$ cat src/rtl/dmem_access_unit.sv
// Load/store access sequencer between the MEM stage and a word-wide data memory.
// Splits word-crossing accesses into two beats and hands raw load words downstream.
module dmem_access_unit #(
   parameter int ADDR_WIDTH       = 32,
   parameter bit ALLOW_MISALIGNED = 1'b1
) (
   input  logic                  clk,
   input  logic                  rst,
   input  logic                  req_valid,
   output logic                  req_ready,
   input  logic                  req_is_store,
   input  logic [ADDR_WIDTH-1:0] req_addr,
   input  logic [1:0]            req_size,
   input  logic [31:0]           req_wdata,
   output logic                  mem_req,
   output logic                  mem_we,
   output logic [ADDR_WIDTH-1:0] mem_addr,
   output logic [3:0]            mem_wstrb,
   output logic [31:0]           mem_wdata,
   input  logic                  mem_ack,
   input  logic [31:0]           mem_rdata,
   output logic                  resp_valid,
   output logic                  resp_err,
   output logic [31:0]           dm_data,
   output logic [1:0]            dm_block_address,
   output logic                  busy
);

   typedef enum logic [1:0] {IDLE, BEAT0, BEAT1, DONE} state_t;

   state_t                r_state;
   state_t                w_stateNext;
   logic                  r_isStore;
   logic                  r_crossing;
   logic                  r_err;
   logic [1:0]            r_offset;
   logic [ADDR_WIDTH-1:0] r_memAddr;
   logic                  r_memWe;
   logic [3:0]            r_memWstrb;
   logic [31:0]           r_memWdata;
   logic [3:0]            r_wstrbHi;
   logic [31:0]           r_wdataHi;
   logic [31:0]           r_w0;
   logic [31:0]           r_dmData;
   logic [1:0]            r_dmBlock;

   logic [1:0]            w_offset;
   logic                  w_crossing;
   logic                  w_reqErr;
   logic                  w_accept;
   logic                  w_beatAck;
   logic [31:0]           w_sizeMask;
   logic [3:0]            w_laneMask;
   logic [63:0]           w_storeLanes;
   logic [7:0]            w_strbLanes;
   logic [63:0]           w_loadPair;

   assign w_offset   = req_addr[1:0];
   assign w_accept   = (r_state == IDLE) && req_valid;
   assign w_beatAck  = ((r_state == BEAT0) || (r_state == BEAT1)) && mem_ack;
   assign w_loadPair = {mem_rdata, r_w0} >> {r_offset, 3'b000};

   // Store data and strobes are laid out across a 64-bit two-word window.
   always_comb begin
      w_sizeMask = 32'hFFFF_FFFF;
      w_laneMask = 4'hF;
      case (req_size)
         2'd0: begin
            w_sizeMask = 32'h0000_00FF;
            w_laneMask = 4'h1;
         end
         2'd1: begin
            w_sizeMask = 32'h0000_FFFF;
            w_laneMask = 4'h3;
         end
         default: ;
      endcase
      w_storeLanes = {32'b0, req_wdata & w_sizeMask} << {w_offset, 3'b000};
      w_strbLanes  = {4'b0, w_laneMask} << w_offset;
      w_crossing   = ((req_size == 2'd2) && (w_offset != 2'd0)) ||
                     ((req_size == 2'd1) && (w_offset == 2'd3));
      w_reqErr     = (req_size == 2'd3) || (w_crossing && !ALLOW_MISALIGNED);
   end

   always_ff @(posedge clk or posedge rst) begin
      if (rst) r_state <= IDLE;
      else     r_state <= w_stateNext;
   end

   always_comb begin
      w_stateNext = r_state;
      req_ready   = 1'b0;
      mem_req     = 1'b0;
      resp_valid  = 1'b0;
      resp_err    = 1'b0;
      case (r_state)
         IDLE: begin
            req_ready = 1'b1;
            if (req_valid) w_stateNext = w_reqErr ? DONE : BEAT0;
         end
         BEAT0: begin
            mem_req = 1'b1;
            if (mem_ack) w_stateNext = r_crossing ? BEAT1 : DONE;
         end
         BEAT1: begin
            mem_req = 1'b1;
            if (mem_ack) w_stateNext = DONE;
         end
         DONE: begin
            resp_valid  = 1'b1;
            resp_err    = r_err;
            w_stateNext = IDLE;
         end
         default: w_stateNext = IDLE;
      endcase
      busy = !req_ready;
   end

   // Beat registers stay frozen while waiting for ack; the upper store half is parked for beat 1.
   always_ff @(posedge clk or posedge rst) begin
      if (rst) begin
         r_isStore  <= 1'b0;
         r_crossing <= 1'b0;
         r_err      <= 1'b0;
         r_offset   <= 2'd0;
         r_memAddr  <= '0;
         r_memWe    <= 1'b0;
         r_memWstrb <= 4'd0;
         r_memWdata <= 32'd0;
         r_wstrbHi  <= 4'd0;
         r_wdataHi  <= 32'd0;
         r_w0       <= 32'd0;
         r_dmData   <= 32'd0;
         r_dmBlock  <= 2'd0;
      end else if (w_accept) begin
         r_isStore  <= req_is_store;
         r_crossing <= w_crossing;
         r_err      <= w_reqErr;
         r_offset   <= w_offset;
         if (!w_reqErr) begin
            r_memAddr  <= {req_addr[ADDR_WIDTH-1:2], 2'b00};
            r_memWe    <= req_is_store;
            r_memWstrb <= req_is_store ? w_strbLanes[3:0]   : 4'd0;
            r_memWdata <= req_is_store ? w_storeLanes[31:0] : 32'd0;
            r_wstrbHi  <= req_is_store ? w_strbLanes[7:4]   : 4'd0;
            r_wdataHi  <= req_is_store ? w_storeLanes[63:32] : 32'd0;
         end
      end else if (w_beatAck && (r_state == BEAT0) && r_crossing) begin
         r_memAddr  <= r_memAddr + ADDR_WIDTH'(4);
         r_memWstrb <= r_wstrbHi;
         r_memWdata <= r_wdataHi;
         r_w0       <= mem_rdata;
      end else if (w_beatAck) begin
         r_memWe    <= 1'b0;
         r_memWstrb <= 4'd0;
         if (!r_isStore) begin
            if (r_state == BEAT1) begin
               r_dmData  <= w_loadPair[31:0];
               r_dmBlock <= 2'd0;
            end else begin
               r_dmData  <= mem_rdata;
               r_dmBlock <= r_offset;
            end
         end
      end
   end

   assign mem_we           = r_memWe;
   assign mem_addr         = r_memAddr;
   assign mem_wstrb        = r_memWstrb;
   assign mem_wdata        = r_memWdata;
   assign dm_data          = r_dmData;
   assign dm_block_address = r_dmBlock;

endmodule

$ cat config.mk
export PLATFORM = sky130hd
export DESIGN_NAME = dmem_access_unit
export DESIGN_NICKNAME = d
export VERILOG_FILES = /design/src/rtl/dmem_access_unit.sv
export SDC_FILE = /design/constraint.sdc
export NUM_CORES = 1
export LEC_CHECK = 0
export ABC_AREA = 1
export CAP_MARGIN = 5
export CORE_UTILIZATION = 45
export CTS_BUF_LIST = sky130_fd_sc_hd__clkbuf_8 sky130_fd_sc_hd__clkbuf_16
export DETAILED_ROUTE_END_ITERATION = 16
export GPL_ROUTABILITY_DRIVEN = 0
export PLACE_DENSITY = 0.73
export SETUP_SLACK_MARGIN = 0.2
export SYNTH_ARGS = -nofsm -noshare
export SYNTH_HDL_FRONTEND = slang
export SYNTH_SLANG_ARGS = --single-unit
$ cat constraint.sdc
create_clock -name clk -period 8.2 [get_ports clk]
set_clock_uncertainty 0.05 [all_clocks]
set_input_delay 1.64 -clock clk [delete_from_list [all_inputs] [get_ports clk]]
set_output_delay 1.64 -clock clk [all_outputs]
set_load 0.01 [all_outputs]
; ---- Word level (Yosys, flattened, before mapping)
; Cells that the tools add are included.
[totals]
word_cells = 90
out_inout_bits = 108
inputBits = 103
ff_bits = 178
[classes]
addsub = 1
shifts = 3
bitwise = 5
eq_ne = 12
n_mux = 32
n_reduce_logical = 23
[op_table]
columns = op, n
row1 = 2-to-1 mux 32 bit, 9
row2 = case mux 32 bit (2 select lines), 1
row3 = left shift 32 x 5 -> 64 bit, 1
row4 = >> shifter 64 x 5 -> 32 bit, 1
row5 = "adder 32 x 3 -> 32 bit, second input constant", 1
row6 = AND 32 bit, 1
row7 = 2-to-1 mux 4 bit, 6
row8 = "equality test 2 bit, second input constant", 5
row9 = 2-to-1 mux 2 bit, 5
row10 = "!= test 2 bit, second input constant", 5
row11 = 2-to-1 mux 1 bit, 9
row12 = case mux 2 bit (4 select lines), 1
row13 = case mux 4 bit (2 select lines), 1
row14 = AND reduction 2 bit, 4
row15 = left shift 4 x 2 -> 8 bit, 1
row16 = logical AND 1 bit, 6
row17 = AND reduction 3 bit, 2
row18 = nonzero test 2 bit, 3
row19 = "equality test 2 x 1 -> 1 bit, second input constant", 2
row20 = logical NOT 2 bit, 2
row21 = NOT 1 bit, 4
row22 = AND reduction 4 bit, 1
row23 = nonzero test 3 bit, 1
row24 = logical OR 1 bit, 2
row25 = other kinds (2), 2

; ---- Depth between registers and ports, before layout
; Gate-level depths: netlist of the first run.
[depth]
ltp_word = 7
depth_mapped = 13
mapped_depth_nobuf = 11

; ---- Least setup slack after synthesis of the first run
; Ideal clock, no wire load.
[synth_path]
path_kind = input to register
start = in req_valid
end = reg r_memWdata[10], in the netlist mem_wdata[10]
t_arrival_ns = 2.618
setup_slack_ns = 5.396
n_path_buf = 3
stages = 9
required_ns = 8.014
cell_sequence = nand2_2 -> inv_2 -> buf_6 -> nor2_4 -> nor2_4 -> buf_4 -> buf_2 -> nand2_1 -> o21ai_0
[synth_between]
elab_chain_cells = 3
word_cells_on_any_way = 5
cone_classes = 1 x eq/ne / 1 x mux / 3 x reduce/logical
[synth_lines]
columns = element, line_no
row1 = start: declaration, 9  ; input logic req_valid,
row2 = logical AND 1 bit *, 59  ; assign w_accept = (r_state == IDLE) && req_valid;
row3 = != test 2 bit (no line) / nonzero test 2 bit (equally long branches), --
row4 = AND reduction 2 bit (no line), --
row5 = end signal: assignment, 144  ; r_memWdata <= req_is_store ? w_storeLanes[31:0] : 32'd0;
row6 = end signal: assignment, 151  ; r_memWdata <= r_wdataHi;
row7 = end: declaration, 40  ; logic [31:0] r_memWdata;
; Every way passes the cells marked *; elsewhere a longest branch is shown, timed or not.
; A chain may end at the register's enable or synchronous reset.

; ---- Worst setup path after layout of the first run
[layout_path]
start = in req_valid
end = reg r_memAddr[14], in the netlist mem_addr[14]
[layout_between]
elab_chain_cells = 3
word_cells_on_any_way = 5
cone_classes = 1 x eq/ne / 1 x mux / 3 x reduce/logical
[layout_lines]
columns = element, line_no
row1 = logical AND 1 bit *, 59
row2 = != test 2 bit (no line) / nonzero test 2 bit (equally long branches), --
row3 = AND reduction 2 bit (no line), --
row4 = end signal: assignment, 141  ; r_memAddr <= {req_addr[ADDR_WIDTH-1:2], 2'b00};
row5 = end signal: assignment, 149  ; r_memAddr <= r_memAddr + ADDR_WIDTH'(4);
row6 = end: declaration, 37  ; logic [ADDR_WIDTH-1:0] r_memAddr;
; Marks and branches as above.

==> impl_metrics.sql, run 1 <==
INSERT INTO impl_metrics (metric_group, metric, value, unit) VALUES
('status', 'outcome', 'finished, final reports clean', ''),
('detailed_routing', 'per_cell_routed_wire_length', '15.6', 'µm'),
('detailed_routing', 'route.detailed.drc', '0', ''),
('clock_network', 'cts.clk_slew.worst_paths', '70', 'ps'),
('final_layout', 'fillerInstances', '1892', ''),
('yosys', 'syn-cell-area', '9460', 'µm²'),
('timing', 'final_max_slew_viol_count', '0', ''),
('timing', 'period_minus_slack', '4760', 'ps'),
('timing', 'finalSetupViolCount', '0', ''),
('floorplan', 'std_cell_rows', '52', ''),
('power', 'power-per-cell-area', '355', 'nW/µm²'),
('power', 'leakage', '5.61', 'nW'),
('timing', 'tightest_slew', '1200', 'ps'),
('yosys', 'synth_top_area_share', '44.2', '%'),
('clock_network', 'cts_hold_buffers', '0', ''),
('final_layout', 'post_layout_nonfiller_instances', '1811', ''),
('final_layout', 'drive_above_1_share', '4.22', '%'),
('final_layout', 'final_common_cell', 'nand2_1', ''),
('clock_network', 'insertion_delay', '430', 'ps'),
('final_layout', 'finish.utilization', '59.7', '%'),
('setup_path', 'worstPathRequired', '8470', 'ps'),
('detailed_routing', 'via_count', '9689', ''),
('yosys', 'synth_adder_area_share', '0.793', '%'),
('grt', 'globalRouteTotalUtil', '26.9', '%'),
('final_layout', 'finalNetCount', '1637', ''),
('clock_network', 'cts_tree', 'built', ''),
('setup_path', 'setup.worst_path.start_class', 'input pin', ''),
('clock_network', 'ctsResizeCount', '0', ''),
('placed_design', 'total_placed_cells_including_tap_cells', '1779', ''),
('yosys', 'synth-simple-area-share', '28.0', '%'),
('yosys', 'post_synthesis_mux_area_share', '0', '%'),
('floorplan', 'die_h', '147', 'µm'),
('yosys', 'yosys.cell_types.count', '31', ''),
('clock_network', 'clock_sinks', '167', ''),
('timing', 'unrepaired_setup_endpoints_after_global_routing', 'false', ''),
('grt', 'antenna_found_initial', '0', ''),
('clock_network', 'cts_setup_buffers', '0', ''),
('yosys', 'synthesis.instances', '1371', ''),
('detailed_routing', 'drtPass1Iterations', '5', ''),
('detailed_routing', 'via_per_inst', '5.35', ''),
('setup_path', 'critPathKind', 'input pin to flip-flop', ''),
('grt', 'grt.overflow.total', '0', ''),
('yosys', 'synth_sequential_area_ratio', '44.2', '%'),
('final_layout', 'layout.cells.most_common_list', 'nand2_1 (432), clkdlybuf4s50_1 (208), dfrtp_1 (167), nor2_1 (153), a21oi_1 (152)', ''),
('yosys', 'yosysWarnings', '0', ''),
('timing', 'fmax', '210', 'MHz'),
('timing', 'period_share', '58.0', '%'),
('grt', 'grt_first_pass_wirelength', '46500', 'µm'),
('job', 'max_cap_viol_count', '0', ''),
('clock_network', 'cts_buffer_count', '17', ''),
('floorplan', 'design.die.area', '21600', 'µm²'),
('grt', 'grt_pass1_vias', '9142', ''),
('yosys', 'synth_compound_gate_area_share', '18.8', '%'),
('placed_design', 'hpwlAfterDp', '18700', 'µm'),
('hold_path', 'hold_path.class', 'flip-flop to flip-flop', ''),
('detailed_routing', 'finalWirelength', '28300', 'µm'),
('detailed_routing', 'first_iter_violations', '930', ''),
('yosys', 'synth.area.top_cells', 'dfrtp_1 (44%), nand2_1 (17%), a21oi_1 (8.0%), o21ai_0 (7.4%), nor2_1 (6.1%)', ''),
('setup_path', 'timing.critical_path.to_type', 'flip-flop', ''),
('power', 'irDropWorstVdd', '0.271', 'mV'),
('floorplan', 'die_width', '147', 'µm'),
('timing', 'final.setup.tns', '0', 'ps'),
('grt', 'maximum_number_of_pins_on_one_net_before_global_route_repair', '87', ''),
('clock_network', 'cts.path.max_buffers', '2', ''),
('timing', 'slew_headroom', '20.0', '%'),
('clock_network', 'cts-root-buf', 'clkbuf_16', ''),
('floorplan', 'area_inside_the_core_boundary', '20400', 'µm²'),
('floorplan', 'start_util', '46.3', '%'),
('detailed_routing', 'antenna_left', '0', ''),
('yosys', 'xor_xnor_share_of_the_synthesized_area', '0', '%'),
('yosys', 'synth-seq-cells', '167', ''),
('yosys', 'synth.avg_cell_area', '6.90', 'µm²'),
('final_layout', 'areaGrowthSynthToFinish', '28.9', '%'),
('setup_path', 'largest_fanout_of_any_net_on_the_critical_path', '81', ''),
('setup_path', 'worst_ep_arrival_time', '5030', 'ps'),
('clock_network', 'cts_max_level', '4', ''),
('yosys', 'combinational_family_with_the_most_area_after_synthesis', 'simple AND/OR/NAND/NOR gates', ''),
('final_layout', 'diodes', '0', ''),
('timing', 'finalHoldViolations', '0', ''),
('yosys', 'yosys.area.top_type', 'dfrtp_1', ''),
('placed_design', 'portBuffers', '208', ''),
('floorplan', 'io_pins', '211', '');
## metal layers
layer / GRT usage [%] / vias up / share of wire (%)
met4: 9.38 / 0 / 1.8
met1: 37.2 / 4500 / 44
li1: - / 4733 / -
met3: 4.01 / 40 / 7.4
met2: 43.1 / 416 / 47
met5: 0 / - / 0
## power by group
part | internal [mW] | switching (mW) | total (mW) | leakage, nW
registers | 1.18 | 0.302 | 1.48 | 2.06
clock network | 0.456 | 0.360 | 0.816 | 0.284
logic | 0.886 | 1.14 | 2.03 | 3.26
## critical path: stages
cell	delay, ps
clkdlybuf4s50_1	440
nand2_2	90
buf_4	640
nor2_1	270
nor2_4	150
buf_4	660
inv_2	540
o21ai_0	220
nand2_1	80
o21ai_0	90
inv_1	60
## cell type report
class / count / area [µm²] / share of cell area (%)
clock buffer: 17 / 425 / 3.49
clock inverter: 15 / 168 / 1.38
inverter: 111 / 422 / 3.46
multi-input combinational: 1014 / 4510 / 37.0
sequential: 167 / 4180 / 34.3
tap: 270 / 338 / 2.77
timing repair buffer: 217 / 2150 / 17.6
## registers in the layout (all words and copies together) (netlist names)
signal and flops:
r_crossing 1, dm_block_address 2, r_wdataHi 24, r_isStore 1, r_state 2, dm_data 32
r_w0 32, r_offset 2, r_err 1, mem_addr 30, mem_wstrb 4, mem_we 1
mem_wdata 32, r_wstrbHi 3
## Yosys cell counts
| master | count |
|---|---|
| o211ai_1 | 15 |
| inv_1 | 104 |
| nor2_1 | 153 |
| nand2_2 | 3 |
| o22ai_1 | 2 |
| o21ai_0 | 139 |
| nor2_2 | 4 |
| nand2_1 | 432 |
| nor3_1 | 2 |
| ha_1 | 6 |
| buf_1 | 3 |
| clkinv_1 | 1 |
| o221ai_1 | 1 |
| clkbuf_1 | 49 |
| a21oi_1 | 152 |
| nand4_1 | 1 |
| dfrtp_1 | 167 |
| nand3_1 | 64 |
| conb_1 | 1 |
| buf_4 | 4 |
| or2_2 | 8 |
| a22oi_1 | 9 |
| o31ai_1 | 2 |
| o21bai_1 | 1 |
| nor2_4 | 2 |
| buf_2 | 22 |
| buf_6 | 2 |
| a31oi_1 | 4 |
| inv_2 | 6 |
| o21ai_1 | 9 |
| a32o_1 | 3 |
## metrics by stage
stage	power (mW)	setup WS [ps]	instance area (µm²)	hold slack, ps
after floorplan	2.63	1990	9470	399
after global placement	3.47	3180	11600	413
after detailed placement	3.50	3100	11600	415
after CTS	4.33	3550	12200	433
after global routing	4.66	3240	12200	450
final	4.33	3440	12200	433
## cells by family (layout without fill, tap and decap cells)
| kind of cell | after synthesis | after routing |
|---|---|---|
| other | 1 | 2 |
| AOI/OAI and AO/OA | 337 | 337 |
| and+or+nand+nor | 669 | 669 |
| DFF | 167 | 167 |
| buffers and inverters | 191 | 360 |
| adders and majority gates | 6 | 6 |
## worst paths after layout
path | from | endpoint | slack, ps | cells after the start
hold / removal | mem_wdata[25] | mem_wdata[25] | 430 | 2
hold reg to reg | mem_wdata[25] | mem_wdata[25] | 430 | 2
setup reg to reg | r_state[0] | mem_addr[14] | 4300 | 12
setup / recovery | req_valid | mem_addr[14] | 3440 | 11
min in group asynchronous | rst | r_state[0] | 1690 | 2
max in group asynchronous | rst | mem_addr[2] | 4830 | 3
Note: power is estimated with default switching activity, not from simulation.
==> run 2: changes to the inputs <==
- clock period: 8.2 -> 4.58 ns (I/O delays scaled with it)
==> impl_metrics.sql, run 2 (synthesized netlist as in run 1, its figures left out) <==
INSERT INTO impl_metrics (metric_group, metric, value, unit) VALUES
('status', 'outcome', 'finished, final reports clean', ''),
('clock_network', 'cts_tree', 'built', ''),
('detailed_routing', 'per_cell_routed_wire_length', '15.5', 'µm'),
('timing', 'final.setup.tns', '0', 'ps'),
('timing', 'period_minus_slack', '3160', 'ps'),
('power', 'swShare', '41.5', '%'),
('grt', 'antenna_found_initial', '0', ''),
('placed_design', 'total_placed_cells_including_tap_cells', '1787', ''),
('floorplan', 'std_cell_rows', '52', ''),
('grt', 'globalRouteTotalUtil', '26.6', '%'),
('grt', 'maximum_number_of_pins_on_one_net_before_global_route_repair', '89', ''),
('timing', 'fmax', '316', 'MHz'),
('final_layout', 'drive_above_1_share', '4.65', '%'),
('setup_path', 'critical_path.startpoint', 'req_valid', ''),
('setup_path', 'crit_path_max_incr_delay', '490', 'ps'),
('setup_path', 'critPathKind', 'input pin to flip-flop', ''),
('placed_design', 'portBuffers', '208', ''),
('detailed_routing', 'finalWirelength', '28200', 'µm'),
('setup_path', 'critical_path.reg2reg.startpoint', 'r_state[0]', ''),
('setup_path', 'critical_path.cell_chain', 'clkdlybuf4s50_1 > nand2_2 > inv_2 > nand2_2 > nor2_2 > nand2_1 > o21ai_0', ''),
('detailed_routing', 'highest-signal-layer', 'met4', ''),
('detailed_routing', 'dr_wl_met2', '13000', 'µm'),
('detailed_routing', 'dr_wl_met3', '2010', 'µm'),
('power', 'internal_power', '4.53', 'mW'),
('clock_network', 'cts-root-buf', 'clkbuf_16', ''),
('setup_path', 'reg2reg_slack', '1560', 'ps'),
('setup_path', 'largest_fanout_of_any_net_on_the_critical_path', '24', ''),
('detailed_routing', 'via_count', '9660', ''),
('grt', 'grt.overflow.total', '0', ''),
('setup_path', 'critical-path-top-delay-family', 'simple AND/OR/NAND/NOR gates', ''),
('setup_path', 'worst_r2r_path_depth', '8', ''),
('timing', 'setup_slack_of_the_critical_path_after_layout', '1420', 'ps'),
('timing', 'final_max_slew_viol_count', '0', ''),
('clock_network', 'cts.path.max_buffers', '2', ''),
('floorplan', 'design.die.area', '21600', 'µm²'),
('floorplan', 'start_util', '46.3', '%'),
('detailed_routing', 'route.layer.met1.wl', '12700', 'µm'),
('clock_network', 'cts_buffer_count', '17', ''),
('timing', 'tightest_slew', '1200', 'ps'),
('detailed_routing', 'antenna_left', '0', ''),
('setup_path', 'critPathSlowestCell', 'clkdlybuf4s50_1', ''),
('floorplan', 'die_width', '147', 'µm'),
('hold_path', 'hold_path.class', 'flip-flop to flip-flop', ''),
('setup_path', 'setup.worst_path.start_class', 'input pin', ''),
('power', 'power.share.sequential', '34.3', '%'),
('final_layout', 'finish.utilization', '60.0', '%'),
('timing', 'finalSetupViolCount', '0', ''),
('detailed_routing', 'drtPass1Iterations', '7', ''),
('power', 'power-per-cell-area', '631', 'nW/µm²'),
('setup_path', 'worst_ep_arrival_time', '3450', 'ps'),
('clock_network', 'insertion_delay', '430', 'ps'),
('grt', 'grt_pass1_vias', '8939', ''),
('final_layout', 'fillerInstances', '1942', ''),
('power', 'leakage', '5.64', 'nW'),
('clock_network', 'ctsResizeCount', '0', ''),
('setup_path', 'worstPathRequired', '4870', 'ps'),
('floorplan', 'area_inside_the_core_boundary', '20400', 'µm²'),
('final_layout', 'finalNetCount', '1645', ''),
('power', 'power.switching', '3.21', 'mW'),
('setup_path', 'timing.critical_path.buf_inv', '2', ''),
('clock_network', 'cts.clk_slew.worst_paths', '70', 'ps'),
('setup_path', 'timing.critical_path.to', 'r_wdataHi[19]', ''),
('timing', 'unrepaired_setup_endpoints_after_global_routing', 'false', ''),
('detailed_routing', 'route.detailed.drc', '0', ''),
('timing', 'period_share', '69.0', '%'),
('floorplan', 'io_pins', '211', ''),
('grt', 'grt_first_pass_wirelength', '46100', 'µm'),
('power', 'power.share.combinational', '47.1', '%'),
('timing', 'finalHoldViolations', '0', ''),
('clock_network', 'cts_setup_buffers', '0', ''),
('timing', 'slew_headroom', '20.0', '%'),
('power', 'clock_power_share', '18.6', '%'),
('setup_path', 'r2r_end', 'r_wdataHi[19]', ''),
('final_layout', 'post_layout_nonfiller_instances', '1818', ''),
('final_layout', 'diodes', '0', ''),
('clock_network', 'clock_sinks', '167', ''),
('detailed_routing', 'via_per_inst', '5.31', ''),
('power', 'irDropWorstVdd', '0.295', 'mV'),
('setup_path', 'critical_path_depth', '7', ''),
('setup_path', 'path_common_cell', 'nand2_2', ''),
('setup_path', 'timing.critical_path.to_type', 'flip-flop', ''),
('floorplan', 'die_h', '147', 'µm'),
('final_layout', 'final_common_cell', 'nand2_1', ''),
('final_layout', 'areaGrowthSynthToFinish', '29.6', '%'),
('detailed_routing', 'first_iter_violations', '711', ''),
('clock_network', 'cts_hold_buffers', '0', ''),
('clock_network', 'cts_max_level', '4', ''),
('job', 'max_cap_viol_count', '0', ''),
('placed_design', 'dp_slack', '1010', 'ps'),
('placed_design', 'hpwlAfterDp', '18900', 'µm'),
('final_layout', 'layout.cells.most_common_list', 'nand2_1 (432), clkdlybuf4s50_1 (208), dfrtp_1 (167), nor2_1 (153), a21oi_1 (152)', '');
-- run 2: metal layers --
layer  up-vias  track usage, %
met5         -               0
met4         0            7.99
met2       376            41.9
met1      4509            37.6
li1       4746               -
met3        29            4.50
-- run 2: tightest hold or removal path: cells and delay by family, from the launching register on --
kind             cells  cell delay, ps
DFF                  1             350
and+or+nand+nor      2             100
-- run 2: power groups by stage --
stage / Clock, mW / Combinational (mW) / Sequential (mW)
after global placement: 0 / 3.57 / 2.66
after CTS: 1.45 / 3.65 / 2.65
after floorplan: 0 / 2.01 / 2.70
final: 1.44 / 3.64 / 2.65
after global routing: 1.51 / 4.06 / 2.74
after detailed placement: 0 / 3.63 / 2.66
-- run 2: worst min path at each step --
stage,cells past startpoint,startpoint,endpoint
global placement,2,dm_block_address[1],dm_block_address[1]
finish,2,mem_wdata[27],mem_wdata[27]
floorplan,2,r_wdataHi[0],r_wdataHi[0]
detailed placement,2,r_wdataHi[4],r_wdataHi[4]
CTS,2,r_wdataHi[12],r_wdataHi[12]
global route,2,r_w0[0],r_w0[0]
-- run 2: cell type report --
class,count,area [µm²],area share [%]
Clock buffer,17,425,3.47
Multi-Input combinational cell,1014,4510,36.8
Timing Repair Buffer,225,2230,18.2
Sequential cell,167,4180,34.1
Inverter,111,420,3.43
Clock inverter,14,151,1.23
Tap cell,270,338,2.76
-- run 2: stage by stage --
step / instance area [µm²] / power, mW / hold slack [ps]
final: 12300 / 7.74 / 435
after global routing: 12300 / 8.31 / 461
after CTS: 12300 / 7.75 / 436
after detailed placement: 11700 / 6.29 / 416
after global placement: 11700 / 6.23 / 413
after floorplan: 9470 / 4.72 / 399
==> run 3: changes to the inputs <==
- clock period: 4.58 -> 3.3 ns (I/O delays scaled with it)
==> impl_metrics.sql, run 3 (synthesized netlist as in run 1, its figures left out) <==
INSERT INTO impl_metrics (metric_group, metric, value, unit) VALUES
('clock_network', 'cts_setup_buffers', '0', ''),
('detailed_routing', 'per_cell_routed_wire_length', '15.5', 'µm'),
('timing', 'finalSetupViolCount', '0', ''),
('clock_network', 'cts_hold_buffers', '0', ''),
('power', 'clock_power_share', '18.7', '%'),
('job', 'max_cap_viol_count', '0', ''),
('timing', 'period_minus_slack', '2550', 'ps'),
('final_layout', 'layout.cells.most_common_list', 'nand2_1 (432), clkdlybuf4s50_1 (208), dfrtp_1 (167), nor2_1 (153), a21oi_1 (152)', ''),
('setup_path', 'timing.critical_path.to', 'mem_req', ''),
('floorplan', 'std_cell_rows', '52', ''),
('grt', 'maximum_number_of_pins_on_one_net_before_global_route_repair', '132', ''),
('final_layout', 'areaGrowthSynthToFinish', '30.0', '%'),
('final_layout', 'drive_above_1_share', '4.90', '%'),
('power', 'power.share.sequential', '33.6', '%'),
('grt', 'grt.overflow.total', '0', ''),
('grt', 'antenna_found_initial', '0', ''),
('final_layout', 'diodes', '0', ''),
('timing', 'slew_headroom', '45.6', '%'),
('final_layout', 'final_common_cell', 'nand2_1', ''),
('timing', 'tightest_slew', '813', 'ps'),
('placed_design', 'total_placed_cells_including_tap_cells', '1791', ''),
('final_layout', 'finalNetCount', '1649', ''),
('floorplan', 'start_util', '46.3', '%'),
('power', 'power.switching', '4.48', 'mW'),
('placed_design', 'hpwlAfterDp', '18900', 'µm'),
('final_layout', 'fillerInstances', '1891', ''),
('clock_network', 'insertion_delay', '430', 'ps'),
('timing', 'period_share', '77.2', '%'),
('placed_design', 'portBuffers', '208', ''),
('setup_path', 'worst_ep_arrival_time', '1840', 'ps'),
('detailed_routing', 'first_iter_violations', '783', ''),
('setup_path', 'critical_path.reg2reg.startpoint', 'r_state[0]', ''),
('clock_network', 'cts_buffer_count', '17', ''),
('setup_path', 'worst_r2r_path_depth', '9', ''),
('detailed_routing', 'antenna_left', '0', ''),
('clock_network', 'clock_sinks', '167', ''),
('status', 'outcome', 'finished, final reports clean', ''),
('timing', 'finalHoldViolations', '0', ''),
('timing', 'fmax', '392', 'MHz'),
('power', 'power-per-cell-area', '878', 'nW/µm²'),
('setup_path', 'critical_path.startpoint', 'r_state[0]', ''),
('timing', 'final.setup.tns', '0', 'ps'),
('clock_network', 'cts.path.max_buffers', '2', ''),
('setup_path', 'worstPathRequired', '2590', 'ps'),
('clock_network', 'ctsResizeCount', '0', ''),
('setup_path', 'critPathKind', 'flip-flop to output pin', ''),
('detailed_routing', 'drtPass1Iterations', '5', ''),
('power', 'swShare', '41.4', '%'),
('clock_network', 'cts_tree', 'built', ''),
('detailed_routing', 'finalWirelength', '28300', 'µm'),
('final_layout', 'post_layout_nonfiller_instances', '1822', ''),
('floorplan', 'die_h', '147', 'µm'),
('clock_network', 'cts_max_level', '4', ''),
('floorplan', 'io_pins', '211', ''),
('grt', 'grt_pass1_vias', '9004', ''),
('setup_path', 'reg2reg_slack', '910', 'ps'),
('detailed_routing', 'route.detailed.drc', '0', ''),
('floorplan', 'design.die.area', '21600', 'µm²'),
('power', 'leakage', '5.66', 'nW'),
('power', 'irDropWorstVdd', '0.591', 'mV'),
('power', 'internal_power', '6.33', 'mW'),
('grt', 'grt_first_pass_wirelength', '46300', 'µm'),
('floorplan', 'die_width', '147', 'µm'),
('clock_network', 'cts.clk_slew.worst_paths', '70', 'ps'),
('timing', 'final_max_slew_viol_count', '0', ''),
('clock_network', 'cts-root-buf', 'clkbuf_16', ''),
('timing', 'unrepaired_setup_endpoints_after_global_routing', 'false', ''),
('grt', 'globalRouteTotalUtil', '26.7', '%'),
('floorplan', 'area_inside_the_core_boundary', '20400', 'µm²'),
('detailed_routing', 'via_per_inst', '5.34', ''),
('detailed_routing', 'via_count', '9731', ''),
('setup_path', 'timing.critical_path.to_type', 'output pin', ''),
('setup_path', 'largest_fanout_of_any_net_on_the_critical_path', '5', ''),
('hold_path', 'hold_path.class', 'flip-flop to flip-flop', ''),
('power', 'power.share.combinational', '47.6', '%'),
('setup_path', 'r2r_end', 'mem_wdata[18]', ''),
('setup_path', 'setup.worst_path.start_class', 'flip-flop', '');
==> run 3: cell count changes in the layout (fill, tap and decap cells not counted) <==
cell	delta
clkinv_4	+1
buf_4	+4
clkinvlp_4	+1
inv_6	-1
clkinv_2	-2
clkbuf_8	+1
==> run 3: critical path: stages (launching register included) <==
cell and delay (ps):
dfrtp_1 420, inv_1 110, ha_1 330, clkdlybuf4s50_1 550
==> run 3: layout make-up <==
| type | instances | area (µm²) | share of cell area [%] |
|---|---|---|---|
| Clock buffer | 18 | 439 | 3.57 |
| Clock inverter | 13 | 149 | 1.21 |
| Inverter | 111 | 420 | 3.42 |
| Multi-Input combinational cell | 1014 | 4510 | 36.7 |
| Sequential cell | 167 | 4180 | 34.0 |
| Tap cell | 270 | 338 | 2.75 |
| Timing Repair Buffer | 229 | 2260 | 18.4 |
==> run 3: worst min path at each step <==
stage | startpoint | endpoint | slack [ps] | cells after the start
after floorplan | r_wdataHi[0] | r_wdataHi[0] | 400 | 2
after global placement | r_wdataHi[5] | r_wdataHi[5] | 410 | 2
after detailed placement | dm_block_address[0] | dm_block_address[0] | 420 | 2
after CTS | dm_block_address[0] | dm_block_address[0] | 440 | 2
after global routing | dm_block_address[0] | dm_block_address[0] | 450 | 2
final | dm_block_address[0] | dm_block_address[0] | 430 | 2
==> run 3: per-layer routing <==
metal  up-vias  GRT usage (%)  wire, µm
met5         -              0         0
met4         0           6.13       304
met3        28           4.22      2090
met2       404           43.7     13300
met1      4544           37.3     12600
li1       4755              -         -
==> run 3: power groups by stage <==
stage	Sequential (mW)	Combinational [mW]	Clock, mW
floorplan	3.75	2.79	0
global placement	3.65	5.03	0
detailed placement	3.65	5.11	0
CTS	3.63	5.15	2.04
global route	3.75	5.74	2.13
finish	3.63	5.14	2.02
==> run 3: through the flow <==
step                      power [mW]  cell area (µm²)  util [%]  setup WS [ps]  hold slack [ps]
after floorplan                 6.54             9470         -            463              399
after global placement          8.68            11700      57.3            616              413
after detailed placement        8.76            11700      57.3            522              419
after CTS                       10.8            12300      60.2            743              437
after global routing            11.6            12300      60.2            661              445
final                           10.8            12300      60.2            752              430
